$ cat src/rtl/ibex_pkg.sv
// Shared types for the data-bus arbiter that merges the core LSU and the
// register-file cache spill/fill engine onto one external data port.
//   arb_src_e   : identifies which requester issued (and owns) a bus access
//   arb_state_e : owner FSM states of the arbiter
//   RfBe        : byte enable driven for spill/fill accesses (always full word)
package ibex_pkg;

  typedef enum logic {
    ArbSrcCore = 1'b0,
    ArbSrcRf   = 1'b1
  } arb_src_e;

  typedef enum logic [1:0] {
    ArbIdle = 2'd0,
    ArbHold = 2'd1,
    ArbLock = 2'd2
  } arb_state_e;

  localparam logic [3:0] RfBe = 4'hF;

endpackage

$ cat src/rtl/ibex_arb_id_fifo.sv
// In-order queue of source IDs for granted-but-unanswered bus transactions.
// The head entry tells the arbiter which requester the next response belongs to.
// Ports:
//   clk_i, rst_ni : clock, asynchronous active-low reset (the only flush)
//   push_i/data_i : enqueue one source ID (ignored when full)
//   pop_i         : dequeue the head (ignored when empty)
//   data_o        : current head, valid while empty_o=0
//   full_o        : Depth entries held
//   empty_o       : no entries held
module ibex_arb_id_fifo
  import ibex_pkg::*;
#(
  parameter int unsigned Depth = 2
) (
  input  logic     clk_i,
  input  logic     rst_ni,
  input  logic     push_i,
  input  arb_src_e data_i,
  input  logic     pop_i,
  output arb_src_e data_o,
  output logic     full_o,
  output logic     empty_o
);

  localparam int unsigned PtrW = (Depth > 1) ? $clog2(Depth) : 1;
  localparam int unsigned CntW = $clog2(Depth + 1);

  logic [PtrW-1:0] wr_ptr_reg, wr_ptr_next;
  logic [PtrW-1:0] rd_ptr_reg, rd_ptr_next;
  logic [CntW-1:0] count_reg, count_next;
  logic [Depth-1:0] entry_we;
  arb_src_e         mem_reg [Depth];
  logic             push_en, pop_en;

  assign full_o  = (count_reg == CntW'(Depth));
  assign empty_o = (count_reg == '0);
  assign push_en = push_i & ~full_o;
  assign pop_en  = pop_i & ~empty_o;
  assign data_o  = mem_reg[rd_ptr_reg];

  // Pointers wrap at Depth, which need not be a power of two.
  function automatic logic [PtrW-1:0] ptr_inc(input logic [PtrW-1:0] ptr);
    return (ptr == PtrW'(Depth - 1)) ? '0 : ptr + 1'b1;
  endfunction

  generate
    for (genvar gi = 0; gi < Depth; gi++) begin : g_entry_we
      assign entry_we[gi] = push_en & (wr_ptr_reg == PtrW'(gi));
    end
  endgenerate

  always_comb begin
    wr_ptr_next = push_en ? ptr_inc(wr_ptr_reg) : wr_ptr_reg;
    rd_ptr_next = pop_en ? ptr_inc(rd_ptr_reg) : rd_ptr_reg;
    count_next  = count_reg;
    case ({push_en, pop_en})
      2'b10:   count_next = count_reg + 1'b1;
      2'b01:   count_next = count_reg - 1'b1;
      default: count_next = count_reg;
    endcase
  end

  always_ff @(posedge clk_i or negedge rst_ni) begin
    if (!rst_ni) begin
      wr_ptr_reg <= '0;
      rd_ptr_reg <= '0;
      count_reg  <= '0;
      for (int i = 0; i < Depth; i++) mem_reg[i] <= ArbSrcCore;
    end else begin
      wr_ptr_reg <= wr_ptr_next;
      rd_ptr_reg <= rd_ptr_next;
      count_reg  <= count_next;
      for (int i = 0; i < Depth; i++) begin
        if (entry_we[i]) mem_reg[i] <= data_i;
      end
    end
  end

endmodule

$ cat src/rtl/ibex_data_bus_arb.sv
// Shares the external data port between the core LSU and the register-file
// cache spill/fill engine. Arbitration is combinational (zero added latency),
// a stalled request keeps its owner until granted, an rf burst can lock the
// port, and an in-order ID queue routes each response back to its issuer.
// Ports:
//   clk_i, rst_ni                       : clock, asynchronous active-low reset
//   core_req_i/we/be/addr/wdata         : core LSU request and payload
//   core_gnt_o, core_rvalid_o/rdata/err : core grant and response
//   rf_req_i/we/addr/wdata, rf_lock_i   : spill/fill request, payload, burst lock
//   rf_gnt_o, rf_rvalid_o/rdata/err     : spill/fill grant and response
//   data_req_o/we/be/addr/wdata         : external bus request and payload
//   data_gnt_i, data_rvalid_i/rdata/err : external bus grant and response
//   busy_o                              : responses outstanding or port locked
module ibex_data_bus_arb
  import ibex_pkg::*;
#(
  parameter int unsigned MaxOutstanding = 2,
  parameter bit          RfPriority     = 1'b1,
  parameter int unsigned StarveLimit    = 4
) (
  input  logic        clk_i,
  input  logic        rst_ni,
  input  logic        core_req_i,
  input  logic        core_we_i,
  input  logic [3:0]  core_be_i,
  input  logic [31:0] core_addr_i,
  input  logic [31:0] core_wdata_i,
  output logic        core_gnt_o,
  output logic        core_rvalid_o,
  output logic [31:0] core_rdata_o,
  output logic        core_err_o,
  input  logic        rf_req_i,
  input  logic        rf_we_i,
  input  logic [31:0] rf_addr_i,
  input  logic [31:0] rf_wdata_i,
  input  logic        rf_lock_i,
  output logic        rf_gnt_o,
  output logic        rf_rvalid_o,
  output logic [31:0] rf_rdata_o,
  output logic        rf_err_o,
  output logic        data_req_o,
  output logic        data_we_o,
  output logic [3:0]  data_be_o,
  output logic [31:0] data_addr_o,
  output logic [31:0] data_wdata_o,
  input  logic        data_gnt_i,
  input  logic        data_rvalid_i,
  input  logic [31:0] data_rdata_i,
  input  logic        data_err_i,
  output logic        busy_o
);

  localparam int unsigned StarveW = $clog2(StarveLimit + 1);
  localparam arb_src_e    HiSrc   = RfPriority ? ArbSrcRf : ArbSrcCore;
  localparam arb_src_e    LoSrc   = RfPriority ? ArbSrcCore : ArbSrcRf;

  arb_state_e         state_reg, state_next;
  arb_src_e           owner_reg, owner_next;
  logic [StarveW-1:0] starve_cnt_reg, starve_cnt_next;

  arb_src_e win_src, sel_src, head_src;
  logic     sel_req, bus_hs, lock_on_gnt;
  logic     fifo_full, fifo_empty, resp_pop;
  logic     starved, lo_req, hi_gnt, lo_gnt;

  // ---------------- idle arbitration ----------------
  assign starved = (starve_cnt_reg == StarveW'(StarveLimit));

  always_comb begin
    win_src = HiSrc;
    if (core_req_i && !rf_req_i) begin
      win_src = ArbSrcCore;
    end else if (rf_req_i && !core_req_i) begin
      win_src = ArbSrcRf;
    end else if (starved) begin
      // The low-priority side has lost StarveLimit times in a row: let it in once.
      win_src = LoSrc;
    end
  end

  // ---------------- state register ----------------
  always_ff @(posedge clk_i or negedge rst_ni) begin
    if (!rst_ni) begin
      state_reg      <= ArbIdle;
      owner_reg      <= ArbSrcCore;
      starve_cnt_reg <= '0;
    end else begin
      state_reg      <= state_next;
      owner_reg      <= owner_next;
      starve_cnt_reg <= starve_cnt_next;
    end
  end

  // ---------------- output logic ----------------
  always_comb begin
    sel_src = owner_reg;
    sel_req = 1'b0;
    case (state_reg)
      ArbIdle: begin
        sel_src = win_src;
        sel_req = core_req_i | rf_req_i;
      end
      ArbHold: begin
        sel_src = owner_reg;
        sel_req = (owner_reg == ArbSrcRf) ? rf_req_i : core_req_i;
      end
      ArbLock: begin
        // Core is masked for the whole burst, including the cycle lock falls.
        sel_src = ArbSrcRf;
        sel_req = rf_req_i;
      end
      default: begin
        sel_src = owner_reg;
        sel_req = 1'b0;
      end
    endcase
  end

  // rst_ni gating keeps every output quiet while reset is held, even if
  // requesters are still driving their request lines.
  assign data_req_o  = sel_req & ~fifo_full & rst_ni;
  assign bus_hs      = data_req_o & data_gnt_i;
  assign core_gnt_o  = bus_hs & (sel_src == ArbSrcCore);
  assign rf_gnt_o    = bus_hs & (sel_src == ArbSrcRf);
  assign lock_on_gnt = rf_gnt_o & rf_lock_i;

  always_comb begin
    data_we_o    = 1'b0;
    data_be_o    = 4'h0;
    data_addr_o  = 32'h0;
    data_wdata_o = 32'h0;
    if (data_req_o) begin
      if (sel_src == ArbSrcRf) begin
        data_we_o    = rf_we_i;
        data_be_o    = RfBe;
        data_addr_o  = rf_addr_i;
        data_wdata_o = rf_wdata_i;
      end else begin
        data_we_o    = core_we_i;
        data_be_o    = core_be_i;
        data_addr_o  = core_addr_i;
        data_wdata_o = core_wdata_i;
      end
    end
  end

  // ---------------- next-state logic ----------------
  always_comb begin
    state_next = state_reg;
    owner_next = owner_reg;
    case (state_reg)
      ArbIdle: begin
        if (bus_hs) begin
          state_next = lock_on_gnt ? ArbLock : ArbIdle;
          owner_next = sel_src;
        end else if (data_req_o) begin
          state_next = ArbHold;
          owner_next = sel_src;
        end
      end
      ArbHold: begin
        if (bus_hs) begin
          state_next = lock_on_gnt ? ArbLock : ArbIdle;
        end else if (!sel_req) begin
          // Illegal request withdrawal; recover rather than wedge the port.
          state_next = ArbIdle;
        end
      end
      ArbLock: begin
        owner_next = ArbSrcRf;
        if (bus_hs) begin
          state_next = rf_lock_i ? ArbLock : ArbIdle;
        end else if (!rf_lock_i) begin
          state_next = data_req_o ? ArbHold : ArbIdle;
        end
      end
      default: begin
        state_next = ArbIdle;
      end
    endcase
  end

  // ---------------- starvation counter ----------------
  assign lo_req = (LoSrc == ArbSrcCore) ? core_req_i : rf_req_i;
  assign lo_gnt = (LoSrc == ArbSrcCore) ? core_gnt_o : rf_gnt_o;
  assign hi_gnt = (LoSrc == ArbSrcCore) ? rf_gnt_o : core_gnt_o;

  always_comb begin
    starve_cnt_next = starve_cnt_reg;
    if (lo_gnt) begin
      starve_cnt_next = '0;
    end else if (lo_req && hi_gnt && !starved) begin
      starve_cnt_next = starve_cnt_reg + 1'b1;
    end
  end

  // ---------------- ID queue and response routing ----------------
  assign resp_pop = data_rvalid_i & ~fifo_empty;

  ibex_arb_id_fifo #(
    .Depth(MaxOutstanding)
  ) u_id_fifo (
    .clk_i  (clk_i),
    .rst_ni (rst_ni),
    .push_i (bus_hs),
    .data_i (sel_src),
    .pop_i  (resp_pop),
    .data_o (head_src),
    .full_o (fifo_full),
    .empty_o(fifo_empty)
  );

  assign core_rvalid_o = resp_pop & (head_src == ArbSrcCore);
  assign rf_rvalid_o   = resp_pop & (head_src == ArbSrcRf);
  assign core_rdata_o  = core_rvalid_o ? data_rdata_i : 32'h0;
  assign rf_rdata_o    = rf_rvalid_o ? data_rdata_i : 32'h0;
  assign core_err_o    = core_rvalid_o & data_err_i;
  assign rf_err_o      = rf_rvalid_o & data_err_i;

  assign busy_o = ~fifo_empty | (state_reg == ArbLock);

  // ---------------- protocol checks ----------------
  rvalid_needs_entry: assert property (@(posedge clk_i) disable iff (!rst_ni)
    data_rvalid_i |-> !fifo_empty);

  hold_keeps_req: assert property (@(posedge clk_i) disable iff (!rst_ni)
    (state_reg == ArbHold) |-> sel_req);

endmodule

$ cat config.mk
export PLATFORM = sky130hd
export DESIGN_NAME = ibex_data_bus_arb
export DESIGN_NICKNAME = d
export VERILOG_FILES = /design/src/rtl/ibex_pkg.sv /design/src/rtl/ibex_arb_id_fifo.sv /design/src/rtl/ibex_data_bus_arb.sv
export SDC_FILE = /design/constraint.sdc
export NUM_CORES = 1
export LEC_CHECK = 0
export BUFFER_PORTS_ARGS = -buffer_cell sky130_fd_sc_hd__buf_2
export CAP_MARGIN = 20
export CORE_AREA = 2 2 123 125
export CTS_BUF_LIST = sky130_fd_sc_hd__clkbuf_16
export CTS_CLUSTER_DIAMETER = 100
export CTS_CLUSTER_SIZE = 40
export DETAILED_ROUTE_END_ITERATION = 7
export DIE_AREA = 0 0 125 127
export PLACE_DENSITY_LB_ADDON = 0.3
export SLEW_MARGIN = 10
export SYNTH_ARGS = -nofsm -noshare
export SYNTH_HDL_FRONTEND = slang
export SYNTH_SLANG_ARGS = --single-unit
$ cat constraint.sdc
create_clock -name clk_i -period 2.15 [get_ports clk_i]
set_input_delay 0.43 -clock clk_i [delete_from_list [all_inputs] [get_ports clk_i]]
set_output_delay 0.43 -clock clk_i [all_outputs]
set_load 0.005 [all_outputs]
Word level (Yosys, flattened, before mapping)

Index checks and enable logic that the tools add are counted.

Add/sub/neg operators: 5
$lt $le $gt $ge: 1
Eq/ne operators: 9
Multiplexer cells: 37
Bitwise logic cells: 23
Reductions and logical operators: 14

Operators by type and width:

| operator            | number |
|---|---|
| $mux 32             | 6 |
| $mux 2              | 8 |
| $and 1x1->1         | 15 |
| $mux 1              | 14 |
| $ne 3x3->1 const B  | 3 |
| $mux 4              | 2 |
| $eq 2x2->1 const B  | 3 |
| $mux 3              | 2 |
| $pmux 2 s3          | 1 |
| $reduce_bool 2->1   | 3 |
| $not 1->1           | 5 |
| $eq 2x1->1 const B  | 2 |
| $logic_and 1x1->1   | 4 |
| $logic_not 2->1     | 2 |
| $pmux 1 s2          | 2 |
| $pmux 2 s2          | 1 |
| $add 3x1->3 const B | 1 |
| $eq 3x3->1 const B  | 1 |
| $logic_not 1->1     | 3 |
| $pmux 1 s3          | 1 |
| $reduce_and 3->1    | 1 |
| $add 1x1->1 const B | 2 |
| $add 2x1->2 const B | 1 |
| $ge 2x2->1 const B  | 1 |
| 4 further kinds     | 5 |

Register bits: 12
Bits of input ports: 174
Output and inout bits: 141
Logic and storage cells: 97

Logic depth before layout (Yosys ltp)

Word-level depth: 10
Mapped depth: 10
Mapped depth without buffers: 9

Cells and area by module

Synthesis repeated with hierarchy kept, for this count alone.

Cells, all modules: 386
Area total of the unflattened synthesis: 2198.4 µm²

By module, submodules not included:

| module            | instances | cells an instance | area an instance (µm²) | seq. area each (µm²) |
|---|---|---|---|---|
| ibex_data_bus_arb | 1         | 363               | 1915.6                 | 150.1 |
| ibex_arb_id_fifo  | 1         | 23                | 282.8                  | 150.1 |

Least setup slack after synthesis

No wires, ideal clock.

Kind: register -> output
Start: reg starve_cnt_reg[0]
End: out data_addr_o[0]
Arrival time: 1.592 ns
Data required time: 1.720 ns
Setup slack: 0.128 ns
Cell stages (with the launch flop): 10
Buffers on the path: 2
Path through: dfrtp_1 -> inv_1 -> ha_1 -> a21boi_1 -> o21a_1 -> o21ai_2 -> buf_4 -> buf_4 -> nand2_1 -> a21oi_1

Word-level cells in the longest chain between the ends: 7

RTL lines:

| item                     | RTL line                 | source |
|---|---|---|
| start: declaration       | ibex_data_bus_arb.sv:59  | `logic [StarveW-1:0] starve_cnt_reg, starve_cnt_next;` |
| start signal: assignment | ibex_data_bus_arb.sv:90  | `starve_cnt_reg <= starve_cnt_next;` |
| $eq 3x3->1               | ibex_data_bus_arb.sv:67  | `assign starved = (starve_cnt_reg == StarveW'(StarveLimit));` |
| $mux 1                   | ibex_data_bus_arb.sv:75  | `end else if (starved) begin` |
| $mux 1                   | ibex_data_bus_arb.sv:73  | `end else if (rf_req_i && !core_req_i) begin` |
| $mux 1                   | ibex_data_bus_arb.sv:71  | `if (core_req_i && !rf_req_i) begin` |
| $pmux 1 s2               | ibex_data_bus_arb.sv:98  | `case (state_reg)` |
| $mux 32                  | ibex_data_bus_arb.sv:133 | `if (sel_src == ArbSrcRf) begin` |
| $mux 32                  | ibex_data_bus_arb.sv:132 | `if (data_req_o) begin` |
| end: declaration         | ibex_data_bus_arb.sv:44  | `output logic [31:0] data_addr_o,` |

Every way passes these cells.

Final worst setup path

Start: reg starve_cnt_reg[0]
End: out data_addr_o[9]

The elaborated chain is that of the path after synthesis.

==> results.py <==
metrics = {
    "sta": {
        "setup_ws_ps": -291,
        "tightest_slew_ps": 298,
        "slew_headroom_pct": 79.9,
        "setup_viol": 71,
        "timing.hold.ws_ps": 134,
        "min_period_over_period_pct": 114,
        "slew_viol_final": 0,
        "fmax_mhz": 410,
        "finalHoldViolations": 0,
        "finalSetupTns_ps": -17620,
        "rsz0062_at_grt": "yes",
        "fin_worst_skew_ps": 2.27,
        "min_period_ps": 2440,
    },
    "final_layout": {
        "register_area_um2": 300,
        "fin_util_pct": 32.9,
        "fillers": 1608,
        "fin_nets": 877,
        "fin_area_um2": 4750,
        "drive_above_1_share_pct": 61.9,
        "syn2layout_area_growth_pct": 120,
        "multi_input_area_um2": 2000,
        "largest_reg_flops": 3,
    },
    "die": {
        "placementRows": 44,
        "io_pins": 315,
        "start_util_pct": 15.0,
        "die_width_um": 125,
        "die_area_um2": 15900,
        "coreArea_um2": 14400,
        "die_h_um": 127,
    },
    "synthesis": {
        "synthArstFlopShare_pct": 100,
        "synth_edf_count": 0,
        "syn_inst": 377,
        "synth_area_um2": 2160,
        "yosysSeqAreaShare_pct": 13.9,
        "synth-compound-area-share_pct": 21.3,
        "yosys.area_share.simple_pct": 50.5,
        "muxShareOfSynthArea_pct": 1.51,
        "ys.flop_type": "dfrtp_1",
        "syn_avg_cell_area_um2": 5.73,
        "synth-adder-area-share_pct": 1.74,
        "synthesis.nets": 554,
        "synth_xor_area_share_pct": 2.03,
        "ys_types": 36,
        "yosys_warnings": 0,
        "synth_top_family_by_area": "simple AND/OR/NAND/NOR gates",
        "synth_seq_cells": 12,
    },
    "global_route": {
        "grt_pass1_wl_um": 19100,
        "antenna_found_initial": 2,
        "grt_max_degree": 53,
        "track_usage_pct": 15.0,
        "grt_remaining_overflow": 0,
        "grt_pass1_vias": 3527,
    },
    "cts": {
        "root_buffer": "clkbuf_16",
        "numClockSinks": 12,
        "cts_buffer_depth": 2,
        "htree_levels": 1,
        "clk_pin_slew_worst_paths_ps": 40,
        "cts_buffers": 3,
        "clk_latency_ps": 240,
        "cts_tree": "built",
    },
    "route": {
        "drc": 0,
        "drt-vias-per-instance": 4.22,
        "ant_nets": 0,
        "vias": 3733,
        "drt-wirelength-per-cell_um": 15.4,
        "drt-initial-drc-count": 68,
        "drtPass1Iterations": 4,
        "wirelength_um": 13700,
    },
    "setup_path": {
        "arrival_ps": 2010,
        "path_cells": "inv_1, ha_2, nand3b_1, buf_4, o221a_4, buf_12, clkbuf_16, nand2_1, a21oi_1, buf_2",
        "crit_fanout": 8,
        "setup.worst_path.start_class": "flop",
        "cp-end-kind": "output port",
        "slowest_delay_ps": 370,
        "crit_buf_inv": 5,
        "critical_path.slowest_cell": "dfrtp_1",
        "cp_top_family": "buffers and inverters",
        "path_class": "reg2out",
        "cp.required_ps": 1720,
    },
    "hold_path": {
        "hold_path_class": "in2async",
    },
    "placement": {
        "io_buffers": 314,
        "placed_cell_area_um2": 4010,
        "place.gp.congestion": 0.802,
        "hpwl_um": 10200,
    },
    "job": {
        "drv_cap": 0,
    },
    "run_status": {
        "violations": "setup timing",
        "outcome": "finished with violations",
    },
    "power_and_ir_drop": {
        "vdd_ir_drop_max_mv": 0.413,
        "power_uw": 4950,
        "leakage_uw": 0.00271,
        "power_density_nw_per_um2": 1040,
    },
}
[stage by stage]
step	cells	worst slack (ps)
after floorplan	377	128
after global placement	862	-46.0
after detailed placement	862	-62.5
after CTS	877	-297
after global routing	885	-410
final	885	-291
[what timing repair did]
action,CTS,global route
setup endpoints to repair,71,72
hold buffers,0,0
pin swaps,10,11
setup buffers,6,1
resized for setup,32,70
cloned,5,5
[cells in the final DEF, fill, tap and decap left out, drive strengths merged, types with 4 or more instances in the layout]
master and count:
and2 66, clkbuf 8, buf 343, nor2 14, o21ai 4, a22o 4
nand2 136, inv 8, nand3 4, a21oi 67, dfrtp 12, xnor2 4
[worst paths after layout]
| path | start | endpoint | slack, ps | cells after the start |
|---|---|---|---|---|
| max in group asynchronous | rst_ni | u_id_fifo.wr_ptr_reg | 1860 | 2 |
| min in group clk_i | rf_lock_i | state_reg[1] | 470 | 2 |
| worst min-delay path | rst_ni | u_id_fifo.count_reg[1] | 130 | 2 |
| worst min register to register | u_id_fifo.wr_ptr_reg | u_id_fifo.wr_ptr_reg | 490 | 1 |
| worst max register to register | state_reg[0] | owner_reg | 220 | 7 |
| worst max-delay path | starve_cnt_reg[0] | data_addr_o[9] | -290 | 10 |
[layer usage]
| metal | up-vias | part of all wire, % | track usage [%] |
|---|---|---|---|
| li1 | 1860 | - | - |
| met1 | 1649 | 37 | 17.3 |
| met2 | 209 | 54 | 29.3 |
| met3 | 15 | 7.1 | 2.09 |
| met4 | 0 | 2.5 | 3.46 |
| met5 | - | 0 | 0 |
[kinds of logic after synthesis]
| kind of cell | Yosys count |
|---|---|
| AO/OA/AOI/OAI | 83 |
| XOR/XNOR | 5 |
| adder cells (fa/ha/maj) | 3 |
| buffers and inverters | 38 |
| flip-flops | 12 |
| multiplexers | 3 |
| AND/OR/NAND/NOR | 233 |
[cells in the mapped netlist (3+ instances only)]
cell,instances,area [um2]
and2_1,66,413
nand2_1,136,510
a22o_1,4,35.0
nor2b_1,3,18.8
xnor2_1,4,35.0
o21a_1,3,22.5
a21oi_1,67,335
dfrtp_1,12,300
ha_1,3,37.5
nand3_1,4,20.0
nor2_1,14,52.6
inv_1,8,30.0
buf_2,11,55.1
clkbuf_1,11,41.3
buf_4,6,45.0
[worst register-to-register path: cells and delay by family (launching register included)]
kind / cells / cell delay, ps
simple gates: 1 / 500
compound gates: 4 / 580
buf+inv: 2 / 350
flops: 1 / 400
[report_power, final]
part	total (uW)	switching, uW	internal, uW
Clock	335	91.2	244
Combinational	4190	2140	2050
Sequential	431	97.0	335
[layout make-up]
class / count / area share, %
sequential: 12 / 6.33
multi-input combinational: 327 / 42.1
antenna: 2 / 0.105
tap: 184 / 4.85
clock buffer: 3 / 1.58
inverter: 8 / 0.633
timing repair buffer: 348 / 44.3
clock inverter: 1 / 0.0791
Note: power is estimated with default switching activity, not from simulation.
